[src/rtl/frame_spot_tracker_pkg.sv]
// frame_spot_tracker_pkg
//   Shared definitions for the frame spot tracker: the FSM state encoding and
//   the RGB333 field positions (the camera packing logic uses the same layout),
//   plus the brightness helper built on those positions.
package frame_spot_tracker_pkg;

   typedef enum logic [1:0] {
      ST_IDLE  = 2'd0,
      ST_SCAN  = 2'd1,
      ST_DRAIN = 2'd2,
      ST_DONE  = 2'd3
   } state_e;

   // Pixel layout {R[2:0], G[2:0], B[2:0]}
   localparam int unsigned PIX_R_MSB = 8;
   localparam int unsigned PIX_R_LSB = 6;
   localparam int unsigned PIX_G_MSB = 5;
   localparam int unsigned PIX_G_LSB = 3;
   localparam int unsigned PIX_B_MSB = 2;
   localparam int unsigned PIX_B_LSB = 0;

   // R+G+B, range 0..21
   function automatic logic [4:0] pixel_brightness(input logic [8:0] pix);
      return 5'(pix[PIX_R_MSB:PIX_R_LSB])
           + 5'(pix[PIX_G_MSB:PIX_G_LSB])
           + 5'(pix[PIX_B_MSB:PIX_B_LSB]);
   endfunction

endpackage

[src/rtl/frame_spot_tracker_if.sv]
// frame_spot_tracker_if
//   Framebuffer read port.
//   read_addr   16  read address {y, x}
//   dout_pixel   9  RGB333 data, valid READ_LATENCY cycles after read_addr
//   master: the reader (tracker); slave: the framebuffer.
interface frame_spot_tracker_if;
   logic [15:0] read_addr;
   logic [8:0]  dout_pixel;

   modport master (output read_addr, input  dout_pixel);
   modport slave  (input  read_addr, output dout_pixel);
endinterface

[src/rtl/frame_spot_tracker_coord_delay.sv]
// coord_delay_line
//   DEPTH-stage register pipe carrying {valid, y, x} alongside the framebuffer
//   read latency so coordinates line up with the returned pixel.
//   clk       in   clock
//   rst_n     in   asynchronous active-low reset, clears every stage
//   in_data   in   W  value entering the pipe
//   out_data  out  W  value from DEPTH cycles earlier
module coord_delay_line #(
   parameter int unsigned DEPTH = 1,
   parameter int unsigned W     = 17
) (
   input  logic         clk,
   input  logic         rst_n,
   input  logic [W-1:0] in_data,
   output logic [W-1:0] out_data
);

   logic [W-1:0] stage_q [DEPTH];
   logic [W-1:0] stage_d [DEPTH];

   always_comb begin
      stage_d[0] = in_data;
      for (int unsigned i = 1; i < DEPTH; i++) begin
         stage_d[i] = stage_q[i-1];
      end
   end

   always_ff @(posedge clk or negedge rst_n) begin
      if (!rst_n) begin
         for (int unsigned i = 0; i < DEPTH; i++) begin
            stage_q[i] <= '0;
         end
      end else begin
         for (int unsigned i = 0; i < DEPTH; i++) begin
            stage_q[i] <= stage_d[i];
         end
      end
   end

   assign out_data = stage_q[DEPTH-1];

endmodule

[src/rtl/frame_spot_tracker.sv]
// frame_spot_tracker
//   Raster-scans one stored frame on start, thresholds each RGB333 pixel on
//   R+G+B and reports the count and bounding box of bright pixels.
//   clk_read      in   clock (framebuffer read clock)
//   rst_n         in   asynchronous active-low reset
//   start         in   1-cycle scan request, ignored unless idle
//   threshold     in   5  brightness threshold, sampled with start
//   fb            master framebuffer read port (read_addr / dout_pixel)
//   busy          out  scan in progress
//   done          out  1-cycle pulse, results updated in the same cycle
//   found         out  last scan had at least one bright pixel
//   count         out  17 bright pixel count of last scan
//   x_min..y_max  out  8  bounding box of last scan, 0 when nothing found
module frame_spot_tracker
   import frame_spot_tracker_pkg::*;
#(
   parameter int unsigned IMG_W_LOG2   = 8,
   parameter int unsigned IMG_H        = 240,
   parameter int unsigned READ_LATENCY = 1
) (
   input  logic                 clk_read,
   input  logic                 rst_n,
   input  logic                 start,
   input  logic [4:0]           threshold,
   frame_spot_tracker_if.master fb,
   output logic                 busy,
   output logic                 done,
   output logic                 found,
   output logic [16:0]          count,
   output logic [7:0]           x_min,
   output logic [7:0]           x_max,
   output logic [7:0]           y_min,
   output logic [7:0]           y_max
);

   localparam int unsigned XW         = IMG_W_LOG2;
   localparam logic [15:0] LAST_ADDR  = 16'((IMG_H << IMG_W_LOG2) - 1);
   localparam logic [1:0]  DRAIN_LAST = 2'(READ_LATENCY - 1);

   state_e      state_q, state_d;
   logic [4:0]  thr_q, thr_d;
   logic [15:0] addr_q, addr_d;
   logic [1:0]  drain_q, drain_d;
   logic [16:0] acc_cnt_q, acc_cnt_d;
   logic [7:0]  acc_xmin_q, acc_xmin_d, acc_xmax_q, acc_xmax_d;
   logic [7:0]  acc_ymin_q, acc_ymin_d, acc_ymax_q, acc_ymax_d;
   logic        busy_q, busy_d, done_q, done_d, found_q, found_d;
   logic [16:0] count_q, count_d;
   logic [7:0]  x_min_q, x_min_d, x_max_q, x_max_d;
   logic [7:0]  y_min_q, y_min_d, y_max_q, y_max_d;

   logic [16:0] dly;
   logic        dly_valid, hit;
   logic [7:0]  dly_x, dly_y;

   coord_delay_line #(
      .DEPTH (READ_LATENCY),
      .W     (17)
   ) u_coord_dly (
      .clk      (clk_read),
      .rst_n    (rst_n),
      .in_data  ({state_q == ST_SCAN, addr_q}),
      .out_data (dly)
   );

   assign dly_valid = dly[16];
   assign dly_x     = 8'(dly[XW-1:0]);
   assign dly_y     = 8'(dly[15:XW]);
   assign hit       = dly_valid && (pixel_brightness(fb.dout_pixel) >= thr_q);

   always_comb begin
      state_d    = state_q;
      thr_d      = thr_q;
      addr_d     = addr_q;
      drain_d    = drain_q;
      acc_cnt_d  = acc_cnt_q;
      acc_xmin_d = acc_xmin_q;
      acc_xmax_d = acc_xmax_q;
      acc_ymin_d = acc_ymin_q;
      acc_ymax_d = acc_ymax_q;
      busy_d     = busy_q;
      done_d     = 1'b0;
      found_d    = found_q;
      count_d    = count_q;
      x_min_d    = x_min_q;
      x_max_d    = x_max_q;
      y_min_d    = y_min_q;
      y_max_d    = y_max_q;

      if (hit) begin
         acc_cnt_d = acc_cnt_q + 17'd1;
         if (dly_x < acc_xmin_q) acc_xmin_d = dly_x;
         if (dly_x > acc_xmax_q) acc_xmax_d = dly_x;
         if (dly_y < acc_ymin_q) acc_ymin_d = dly_y;
         if (dly_y > acc_ymax_q) acc_ymax_d = dly_y;
      end

      unique case (state_q)
         ST_IDLE: begin
            if (start) begin
               state_d    = ST_SCAN;
               thr_d      = threshold;
               addr_d     = '0;
               acc_cnt_d  = '0;
               acc_xmin_d = '1;
               acc_xmax_d = '0;
               acc_ymin_d = '1;
               acc_ymax_d = '0;
               busy_d     = 1'b1;
            end
         end
         ST_SCAN: begin
            // {y, x} + 1 carries x wrap into y
            if (addr_q == LAST_ADDR) begin
               state_d = ST_DRAIN;
               drain_d = '0;
            end else begin
               addr_d = addr_q + 16'd1;
            end
         end
         ST_DRAIN: begin
            if (drain_q == DRAIN_LAST) begin
               // Results come from the accumulator next-state so the pixel
               // arriving on this last drain edge is included; done is
               // registered here so it is high during the DONE state.
               state_d = ST_DONE;
               busy_d  = 1'b0;
               done_d  = 1'b1;
               count_d = acc_cnt_d;
               found_d = (acc_cnt_d != '0);
               x_min_d = found_d ? acc_xmin_d : '0;
               x_max_d = found_d ? acc_xmax_d : '0;
               y_min_d = found_d ? acc_ymin_d : '0;
               y_max_d = found_d ? acc_ymax_d : '0;
            end else begin
               drain_d = drain_q + 2'd1;
            end
         end
         ST_DONE: state_d = ST_IDLE;
         default: state_d = ST_IDLE;
      endcase
   end

   always_ff @(posedge clk_read or negedge rst_n) begin
      if (!rst_n) begin
         state_q    <= ST_IDLE;
         thr_q      <= '0;
         addr_q     <= '0;
         drain_q    <= '0;
         acc_cnt_q  <= '0;
         acc_xmin_q <= '0;
         acc_xmax_q <= '0;
         acc_ymin_q <= '0;
         acc_ymax_q <= '0;
         busy_q     <= 1'b0;
         done_q     <= 1'b0;
         found_q    <= 1'b0;
         count_q    <= '0;
         x_min_q    <= '0;
         x_max_q    <= '0;
         y_min_q    <= '0;
         y_max_q    <= '0;
      end else begin
         state_q    <= state_d;
         thr_q      <= thr_d;
         addr_q     <= addr_d;
         drain_q    <= drain_d;
         acc_cnt_q  <= acc_cnt_d;
         acc_xmin_q <= acc_xmin_d;
         acc_xmax_q <= acc_xmax_d;
         acc_ymin_q <= acc_ymin_d;
         acc_ymax_q <= acc_ymax_d;
         busy_q     <= busy_d;
         done_q     <= done_d;
         found_q    <= found_d;
         count_q    <= count_d;
         x_min_q    <= x_min_d;
         x_max_q    <= x_max_d;
         y_min_q    <= y_min_d;
         y_max_q    <= y_max_d;
      end
   end

   assign fb.read_addr = addr_q;
   assign busy         = busy_q;
   assign done         = done_q;
   assign found        = found_q;
   assign count        = count_q;
   assign x_min        = x_min_q;
   assign x_max        = x_max_q;
   assign y_min        = y_min_q;
   assign y_max        = y_max_q;

endmodule

[src/flat_wrapper.sv]
// flat-port wrapper written by rule: the top's interface ports become plain ports
module frame_spot_tracker_flat import frame_spot_tracker_pkg::*;
#(
   parameter int unsigned IMG_W_LOG2   = 8,
   parameter int unsigned IMG_H        = 240,
   parameter int unsigned READ_LATENCY = 1
)
  (clk_read, rst_n, start, threshold, busy, done, found, count, x_min, x_max, y_min, y_max, fb_read_addr, fb_dout_pixel);
  frame_spot_tracker_if fb_i ();
  input  logic clk_read;
  input  logic rst_n;
  input  logic start;
  input  logic [4:0] threshold;
  output logic busy;
  output logic done;
  output logic found;
  output logic [16:0] count;
  output logic [7:0] x_min;
  output logic [7:0] x_max;
  output logic [7:0] y_min;
  output logic [7:0] y_max;
  output wire logic [$bits(fb_i.read_addr)-1:0] fb_read_addr;
  input wire logic [$bits(fb_i.dout_pixel)-1:0] fb_dout_pixel;
  assign fb_read_addr = fb_i.read_addr;
  assign fb_i.dout_pixel = fb_dout_pixel;
  frame_spot_tracker #(.IMG_W_LOG2(IMG_W_LOG2), .IMG_H(IMG_H), .READ_LATENCY(READ_LATENCY)) u_core (.clk_read(clk_read), .rst_n(rst_n), .start(start), .threshold(threshold), .fb(fb_i), .busy(busy), .done(done), .found(found), .count(count), .x_min(x_min), .x_max(x_max), .y_min(y_min), .y_max(y_max));
endmodule
[config.mk]
export PLATFORM = sky130hd
export DESIGN_NAME = frame_spot_tracker_flat
export DESIGN_NICKNAME = d
export VERILOG_FILES = /design/src/rtl/frame_spot_tracker_pkg.sv /design/src/rtl/frame_spot_tracker_if.sv /design/src/rtl/frame_spot_tracker_coord_delay.sv /design/src/rtl/frame_spot_tracker.sv /design/src/flat_wrapper.sv
export SDC_FILE = /design/constraint.sdc
export NUM_CORES = 1
export LEC_CHECK = 0
export ABC_AREA = 1
export CORE_AREA = 2 2 130 132
export DETAILED_ROUTE_END_ITERATION = 7
export DIE_AREA = 0 0 132 134
export PLACE_DENSITY_LB_ADDON = 0.15
export SLEW_MARGIN = 10
export SYNTH_ARGS = -nofsm -noshare
export SYNTH_HDL_FRONTEND = slang
export SYNTH_SLANG_ARGS = --single-unit
[constraint.sdc]
create_clock -name clk_read -period 2.4 [get_ports clk_read]
set_input_delay 0.24 -clock clk_read [delete_from_list [all_inputs] [get_ports clk_read]]
set_output_delay 0.24 -clock clk_read [all_outputs]
set_load 0.02 [all_outputs]
# --- Yosys cells after proc, flatten, opt, wreduce, memory -nomap -nowiden ---
# Index checks and enable logic that the tools add are counted.
classes:
  add_sub_neg: 5
  n_eq_ne: 9
  n_lt_le_gt_ge: 5
  mux: 38
  reduce_logical: 13
op_table:
  columns: ["op", "n"]
  rows:
  - ["8-bit 2-to-1 mux", 20]
  - ["17-bit 2-to-1 mux", 3]
  - ["16-bit 2-to-1 mux", 2]
  - ["16-bit case mux with 2 select lines", 1]
  - ["17-bit by 1-bit adder with 17-bit output, second input constant", 1]
  - ["17-bit nonzero test", 1]
  - ["16-bit by 1-bit adder with 16-bit output, second input constant", 1]
  - ["16-bit == test, second input constant", 1]
  - ["8-bit greater-than comparator", 2]
  - ["8-bit less-than comparator", 2]
  - ["3-bit AND reduction", 4]
  - ["2-bit 2-to-1 mux", 5]
  - ["2-bit case mux with 4 select lines", 1]
  - ["2-bit inequality test, second input constant", 3]
  - ["2-bit nonzero test", 3]
  - ["5-bit by 3-bit adder with 5-bit output", 1]
  - ["5-bit >= comparator", 1]
  - ["3-bit by 3-bit adder with 4-bit output", 1]
  - ["2-bit == test, second input constant", 2]
  - ["2-bit logical NOT", 2]
  - ["1-bit 2-to-1 mux", 4]
  - ["2-bit by 1-bit inequality test with 1-bit output, second input constant", 2]
  - ["2-bit case mux with 2 select lines", 1]
  - ["2-bit AND reduction", 2]
  - ["other kinds (4)", 4]
word_totals:
  in_bits: 17
  regBits: 143

# --- Depth between registers and ports, before layout ---
# Gate-level depths: netlist (run 1).
depth:
  ltp_word: 7
  depth_mapped: 25
  depth_no_buf: 23

# --- Modules after synthesis ---
# Synthesis (run 1) repeated with hierarchy kept, for this count alone.
unflattened:
  cells_unflattened: 931
  hier_area_um2: 7626.1
modules_own_cells:
  columns: ["module", "n_inst", "seq_area_each_um2", "area_each_um2", "cells_each"]
  rows:
  - ["frame_spot_tracker", 1, 3153.0, 7200.7, 914]
  - ["coord_delay_line", 1, 425.4, 425.4, 17]

# --- Worst setup path after synthesis (run 1) ---
# Ideal clock, no wire load.
synth_path:
  path_kind: "input port to flip-flop"
  from: "in fb_dout_pixel[3]"
  to: "reg u_core.x_max_q[0] (netlist: u_core.x_max[0])"
  path_buffers: 2
  setup_slack_ps: -961
  arrival_ps: 3243
  setup_time_ps: 118
  path_stages: 24
  cell_sequence: "ha_1 -> fa_1 -> inv_1 -> fa_1 -> nor2_1 -> nor2_1 -> nor2_1 -> ha_1 -> nand2_2 -> inv_1 -> nand2_1 -> nand2_1 -> nor2_1 -> nor2_1 -> buf_2 -> nand2_2 -> nand2_1 -> nor2_1 -> nand2_1 -> nor2_2 -> nand3_4 -> buf_6 -> nand3_1 -> nand2_1"
synth_between:
  elab_chain_len: 7
  elab_cells_between_ends: 8
  cone_classes: "2 x add/sub; 1 x order compare; 3 x mux; 2 x reduce/logical"
synth_lines:
  columns: ["item", "line_no", "text"]
  rows:
  - ["from (decl)", "flat_wrapper.sv:23", "input wire logic [$bits(fb_i.dout_pixel)-1:0] fb_dout_pixel;"]
  - ["3-bit by 3-bit adder with 4-bit output *", "frame_spot_tracker_pkg.sv:25", "+ 5'(pix[PIX_G_MSB:PIX_G_LSB])"]
  - ["5-bit by 3-bit adder with 5-bit output *", "frame_spot_tracker_pkg.sv:26", "+ 5'(pix[PIX_B_MSB:PIX_B_LSB]);"]
  - ["5-bit >= comparator *", "frame_spot_tracker.sv:69", "assign hit = dly_valid && (pixel_brightness(fb.dout_pixel) >= thr_q);"]
  - ["1-bit logical AND *", "frame_spot_tracker.sv:69", null]
  - ["17-bit 2-to-1 mux", "frame_spot_tracker.sv:90", "if (hit) begin"]
  - ["17-bit nonzero test", "frame_spot_tracker.sv:130", "found_d = (acc_cnt_d != '0);"]
  - ["8-bit 2-to-1 mux *", "frame_spot_tracker.sv:132", "x_max_d = found_d ? acc_xmax_d : '0;"]
  - ["to (signal assigned)", "frame_spot_tracker.sv:178", "x_max_q <= x_max_d;"]
  - ["to (decl)", "frame_spot_tracker.sv:49", "logic [7:0] x_min_q, x_min_d, x_max_q, x_max_d;"]
# Mark *: on every way between the ends. The rest lies on a longest branch, timed or not.
# A chain may end at the register's enable or synchronous reset.

# --- Worst setup path after layout (run 1) ---
layout_path:
  from: "in fb_dout_pixel[6]"
  to: "reg u_core.y_min_q[2] (netlist: u_core.y_min[2])"
layout_between:
  elab_chain_len: 7
  elab_cells_between_ends: 8
  cone_classes: "2 x add/sub; 1 x order compare; 3 x mux; 2 x reduce/logical"
layout_lines:
  columns: ["item", "line_no", "text"]
  rows:
  - ["3-bit by 3-bit adder with 4-bit output *", "frame_spot_tracker_pkg.sv:25", null]
  - ["5-bit by 3-bit adder with 5-bit output *", "frame_spot_tracker_pkg.sv:26", null]
  - ["5-bit >= comparator *", "frame_spot_tracker.sv:69", null]
  - ["1-bit logical AND *", "frame_spot_tracker.sv:69", null]
  - ["17-bit 2-to-1 mux", "frame_spot_tracker.sv:90", null]
  - ["17-bit nonzero test", "frame_spot_tracker.sv:130", null]
  - ["8-bit 2-to-1 mux *", "frame_spot_tracker.sv:133", "y_min_d = found_d ? acc_ymin_d : '0;"]
  - ["to (signal assigned)", "frame_spot_tracker.sv:179", "y_min_q <= y_min_d;"]
  - ["to (decl)", "frame_spot_tracker.sv:50", "logic [7:0] y_min_q, y_min_d, y_max_q, y_max_d;"]
# Marked as above.

==> summary.txt, run 1 <==
Finish
  • Multi-input logic area: 4360 um2
  • Most frequent cells in the layout: nand2_1, dfrtp_1, inv_1
  • # diodes: 0
  • Fin nets: ~1200
  • Share of cells above drive strength 1: 29.1%
  • Area growth syn-to-layout: 39.1%
  • Reg area: 3580 um2
  • Filler Cell Count: 1345
  • Post-layout util: 68.0%
  • Post-route cell area: 11100 um2
  • Post-Layout Cell Count: around 1400
  • Most common cell after layout, fill and taps aside: nand2_1

Timing
  • Final Max Tran Viols: 0
  • Final clock skew: 7.39 ps
  • Crit share post-route: 139%
  • Max transition margin: 42.7%
  • Max Fclk: about 0.30 GHz
  • Final hold violation count: 0
  • Final hold slack: 270 ps
  • Final worst path period need: 3340 ps
  • Slew @ Worst Pin: approximately 860 ps
  • Final worst slack: -944 ps
  • Number of endpoints failing setup at the final stage: 99
  • RSZ-0062 raised after global routing: yes

Clocking
  • CTS sink count: approximately 140
  • H-Tree Depth: 4
  • Max Buffers Root-to-Sink: 2
  • Num CTS Buffers: 17
  • Clock slew at reported path FFs: 60 ps
  • CTS root buffer: clkbuf_16
  • Worst-Skew Late Latency: between 400 and 500 ps
  • CTS tree: done

Logic synthesis
  • Top FF cell, synth: dfrtp_1
  • Avg Inst Size Synth: 8.13 um2
  • Gate Count Post-Synth: 980
  • Yosys cell types: 40
  • Seq/Total Area, Yosys: 44.9%
  • Number of enable flip-flop cells after synthesis: 0
  • Warnings from Yosys: 0
  • Flip-flop and latch count after synthesis: 143
  • Async set-reset flop share out of synthesis: between 90% and 100%
  • Syn_nets: 1046
  • Post-Syn Area: 7960 um2

Job
  • Max-Cap Viols: 0

Route
  • Post-Route WL: 21400 um
  • First-pass iteration count of the detailed router: 5
  • DRT iter0 DRCs: between 500 and 600
  • Antenna-violating nets left: 0
  • Vias after detailed routing: 7028
  • Post-detailed-route wirelength per cell: 15.7 um
  • DRC: 0
  • Via density: 5.14

Power
  • Pwr dens: approximately 1100 nW/um2
  • Maximum vdd drop: 0.000938 V
  • Leakage power: between 5 and 6 nW

Setup path
  • Critical path class: in2reg
  • Worst setup EP type: register
  • Max FO, Critical Path: 8
  • Crit path DAT: 3660 ps
  • CP Launch Type: input port
  • Worst EP required: ~2700 ps

Run status
  • Violated checks: negative setup slack
  • Status: finished with violations

Place
  • Final GP Congestion: approximately 0.9
  • Buffers added on ports: 84
  • Detail Placement HPWL: ~13000 um
  • DP Area: around 9500 um2
  • Pre-CTS setup slack: -1590 ps
  • Placed Instances: between 1000 and 1500

Global route
  • All-layer global routing usage: approximately 24%
  • Largest net degree at the start of global routing: 64
  • Global-route wire length before repair: approximately 34000 um
  • Initial antenna violation count: 0
  • Gr ovfl total: 0
  • Vias in the first global route: 7095

Min path
  • Worst Hold Class: in2async

Floorplan
  • Initial Util: 48.9%
  • Die area: roughly 18000 um2
  • Core footprint: 16300 um2
  • Io pins: 85
  • Die Span Y: 134 um
  • # rows: 47
  • Overall die width: 132 um
[final timing paths]
path	start	slack, ps	depth (start not counted)	end
worst max register to register	u_core.thr_q[4]	-130	19	u_core.y_min[2]
worst min register to register	u_core.y_max[3]	480	2	u_core.y_max[3]
worst min-delay path	rst_n	270	2	u_core.acc_xmin_q[4]
max in group asynchronous	rst_n	1440	3	u_core.count[10]
worst max-delay path	fb_dout_pixel[6]	-940	27	u_core.y_min[2]
min in group clk_read	threshold[3]	380	3	u_core.thr_q[3]
[through the flow]
stage                     setup TNS [ps]  total power, mW
after floorplan                   -55690             6.19
after global placement           -126900             7.83
after detailed placement         -129880             7.93
after CTS                         -54260             12.1
after global routing              -76800             12.8
final                             -62040             12.1
[Yosys cell counts (7+ instances only)]
library cell	number	area [um2]
clkbuf_1	16	60.1
nor2_1	65	244
o21ai_1	11	55.1
o21ai_0	49	245
nand2_2	10	62.6
xor2_1	9	78.8
or2_2	8	50.1
buf_4	18	135
dfrtp_1	143	3580
a21oi_1	31	155
nand3_2	17	170
inv_1	108	405
and2_1	9	56.3
nor2_2	7	43.8
nand4_1	11	68.8
nand3_1	75	375
buf_2	8	40.0
a211oi_1	7	52.6
nand2_1	284	1070
ha_1	47	588
[area by class of cell]
class / instances / area share (%)
tap: 220 / 2.48
clock inverter: 15 / 1.65
multi-input combinational: 683 / 39.3
inverter: 108 / 3.73
clock buffer: 17 / 3.84
timing repair buffer: 180 / 16.7
sequential: 143 / 32.3
[flip-flops by register name, indices dropped and copies added, names as in the netlist, 16 cells and up]
name	cells
u_core.acc_cnt_q	17
u_core.count	17
u_core.u_coord_dly.out_data	17
u_core.fb.read_addr	16
[cell families after synthesis]
| kind of cell | share of synthesized area [%] |
|---|---|
| AND/OR/NAND/NOR | 28.6 |
| buffers and inverters | 8.85 |
| flip-flops | 44.9 |
| XOR/XNOR | 1.54 |
| AO/OA/AOI/OAI | 8.17 |
| adder cells (fa/ha/maj) | 7.89 |
[power by group]
group / total (mW) / switching (mW) / internal [mW]
Combinational: 6.08 / 3.41 / 2.67
Sequential: 3.28 / 0.377 / 2.90
Clock: 2.76 / 1.11 / 1.65
[metal layers]
metal,part of all wire (%),wire length (um),up-vias,GRT usage (%)
met3,3.5,757,33,3.85
met4,1.7,366,0,7.43
met2,50,10700,164,41.6
li1,-,-,3463,-
met5,0,0,-,0
met1,45,9590,3368,31.5
[worst max-delay path, cell delays in order]
cell and delay, ps:
buf_6 100, ha_4 160, fa_2 350, xor2_1 150, ha_1 310, inv_1 60, nor2_1 80, nor2_1 60
xor2_1 150, ha_1 320, nand2_2 70, inv_2 50, nand2_2 50, buf_4 140, nand3_4 80, buf_12 150
nand2_4 100, nand2_2 120, nand2_1 80, nor2_2 110, nand2_1 80, nor2_2 130, nand3_4 120, buf_12 150
buf_12 140, nand3_2 50, nand2_1 70
[repair_timing]
item | CTS | global route
hold buffers | 1 | 0
gates resized for setup | 132 | 73
endpoints found under the hold margin | 30 | 0
endpoints found under the setup margin | 99 | 99
buffers inserted | 27 | 8
cloned | 8 | 0
pin swaps | 39 | 38
No activity file was read; power rests on OpenSTA's default activity.
==> run 2: changes to the inputs <==
--- a/config.mk
+++ b/config.mk
@@ -10,6 +10,7 @@
 export DETAILED_ROUTE_END_ITERATION = 7
 export DIE_AREA = 0 0 132 134
 export PLACE_DENSITY_LB_ADDON = 0.15
+export REMOVE_ABC_BUFFERS = 1
 export SLEW_MARGIN = 10
 export SYNTH_ARGS = -nofsm -noshare
 export SYNTH_HDL_FRONTEND = slang
==> run 2 against run 1 <==
  * The run still ends with negative setup slack left
  * Core utilization grew 1.1 points
  * Critical endpoint is now u_core.x_min[0]
  * Die area is the same
  * Sequential cell count is the same
  * Register-to-register slack gained 90 ps
  * Clock-buffer cell count grew 1
  * Largest cell class unchanged
  * Worst hold slack gained 94 ps
  * Routed wire length shrank 0.77%
  * First-iteration DRC count shrank 8.9%
  * Final cell count shrank 0.44%
  * Combinational power grew 5.4%
==> summary.txt, run 2 (synthesis gave the netlist of run 1 again) <==
Finish
  • Area growth syn-to-layout: 41.3%
  • Post-route cell area: 11300 um2
  • Most common cell after layout, fill and taps aside: nand2_1
  • Filler Cell Count: 1267
  • Multi-input logic area: ~4500 um2
  • Reg area: 3580 um2
  • # diodes: 0
  • Most frequent cells in the layout: nand2_1, dfrtp_1, inv_1
  • Share of cells above drive strength 1: 28.9%
  • Fin nets: 1193
  • Post-layout util: 69.1%

Route
  • Vias after detailed routing: a little over 7000
  • Post-Route WL: 21200 um
  • DRT iter0 DRCs: 491
  • Highest Signal Layer: met4
  • Via density: between 5 and 6
  • M1 wire length: 9080 um
  • Antenna-violating nets left: 0
  • First-pass iteration count of the detailed router: 5
  • DRC: 0
  • Met2 wire length: approximately 11000 um
  • Routed met3 length: 863 um
  • Post-detailed-route wirelength per cell: 15.6 um

Timing
  • Final worst slack: -908 ps
  • Final worst path period need: around 3300 ps
  • Crit share post-route: 138%
  • Number of endpoints failing setup at the final stage: 99
  • Slew @ Worst Pin: around 600 ps
  • RSZ-0062 raised after global routing: yes
  • Max transition margin: 59.8%
  • Final clock skew: 8.19 ps
  • Final Max Tran Viols: 0
  • Final hold slack: between 300 and 400 ps
  • Final hold violation count: 0
  • Max Fclk: just over 0.3 GHz

Floorplan
  • Core footprint: 16300 um2
  • Die area: roughly 18000 um2
  • Io pins: 85
  • Initial Util: 48.9%
  • Die Span Y: around 130 um
  • # rows: 47
  • Overall die width: 132 um

Place
  • Pre-CTS setup slack: -1660 ps
  • Detail Placement HPWL: 12700 um
  • Buffers added on ports: 84
  • DP Area: 9330 um2
  • Final GP Congestion: about 0.88

Setup path
  • Crit path DAT: between 3000 and 4000 ps
  • Worst setup EP type: register
  • Critical path class: in2reg
  • Worst EP required: 2710 ps
  • Reg2reg path depth: 19
  • Critical R2R Capture: u_core.x_min[0]
  • CP Launch Type: input port
  • Register-to-Register Setup Slack: -40 ps
  • Max FO, Critical Path: 8
  • RR Startpoint: u_core.thr_q[2]

Global route
  • All-layer global routing usage: a little under a quarter
  • Largest net degree at the start of global routing: 65
  • Vias in the first global route: 6847
  • Global-route wire length before repair: around 33000 um
  • Initial antenna violation count: 0
  • Gr ovfl total: 0

Clocking
  • Num CTS Buffers: 17
  • CTS sink count: 143
  • CTS tree: done
  • CTS root buffer: clkbuf_16
  • H-Tree Depth: 4
  • Clock slew at reported path FFs: about 60 ps
  • Worst-Skew Late Latency: 430 ps
  • Max Buffers Root-to-Sink: 2

Job
  • Max-Cap Viols: 0

Min path
  • Worst Hold Class: in2async

Power
  • Total power: 12.2 mW
  • Maximum vdd drop: about 0.00066 V
  • Pwr dens: 1080 nW/um2
  • Leakage power: 5.48 nW

Run status
  • Status: finished with violations
  • Violated checks: negative setup slack
run 2: cell count changes in the layout (fill, tap and decap cells not counted), moves of 5 or more:
cell / change
buf_4: -25
buf_6: +21
nand2_1: +6
nand2_2: -21
nand2_4: +14
nand3_2: -5
nand3_4: +6
o21ai_2: -9
o21ai_4: +9
run 2: critical path, stage by stage:
cell and delay (ps):
buf_6 90, ha_4 150, fa_2 580, inv_2 40, fa_2 360, nor2_2 130, nor2_1 70, nor2_2 130
ha_4 240, a21oi_4 190, nand2_4 70, nor2_4 120, nor2_4 70, buf_12 150, nand2_4 60, nand2_4 50
nor2_2 100, nand2_1 70, nor2_2 150, nand3_4 110, buf_12 150, clkbuf_16 170, nand3_2 60, nand2_1 50
run 2: metal layers:
metal	vias to the layer above	global-route usage [%]
met1	3411	29.6
li1	3432	-
met3	45	4.84
met5	-	0
met2	158	40.7
met4	0	8.88
run 2: worst max-delay path by stage:
| stage | startpoint | endpoint | slack [ps] | depth (start not counted) |
|---|---|---|---|---|
| 6_report | fb_dout_pixel[3] | u_core.x_min[0] | -910 | 24 |
| 5_1_grt | fb_dout_pixel[3] | u_core.y_min[5] | -1060 | 26 |
| 4_1_cts | fb_dout_pixel[3] | u_core.y_min[5] | -900 | 23 |
| 3_5_place_dp | fb_dout_pixel[3] | u_core.y_max[6] | -1660 | 23 |
| 3_3_place_gp | fb_dout_pixel[3] | u_core.x_max[0] | -1600 | 25 |
| 2_1_floorplan | fb_dout_pixel[3] | u_core.y_max[7] | -2160 | 19 |
run 2: area by class of cell:
cell class                      instances  area share, %
Tap cell                              220           2.45
Sequential cell                       143           31.8
Timing Repair Buffer                  176           16.9
Multi-Input combinational cell        681           40.2
Clock inverter                         14           1.06
Clock buffer                           18           3.90
Inverter                              108           3.71
run 2: stage by stage:
stage / setup TNS, ps / std cells
floorplan: -165510 / 931
global placement: -132000 / 1295
detailed placement: -136170 / 1295
CTS: -59620 / 1355
global route: -73440 / 1360
finish: -60350 / 1360
run 2: report_power, final:
part | switching (mW) | total [mW] | leakage, nW | internal, mW
Clock | 1.04 | 2.48 | 0.264 | 1.44
Sequential | 0.353 | 3.26 | 1.90 | 2.91
Combinational | 3.55 | 6.41 | 3.31 | 2.85
Total | 4.95 | 12.2 | 5.48 | 7.20
run 2: what timing repair did:
item	in CTS	in global routing
buffers inserted	28	14
gates cloned	7	3
endpoints found under the hold margin	61	0
pin swaps	22	35
resized for setup	153	162
hold buffers	1	0
endpoints found under the setup margin	99	99
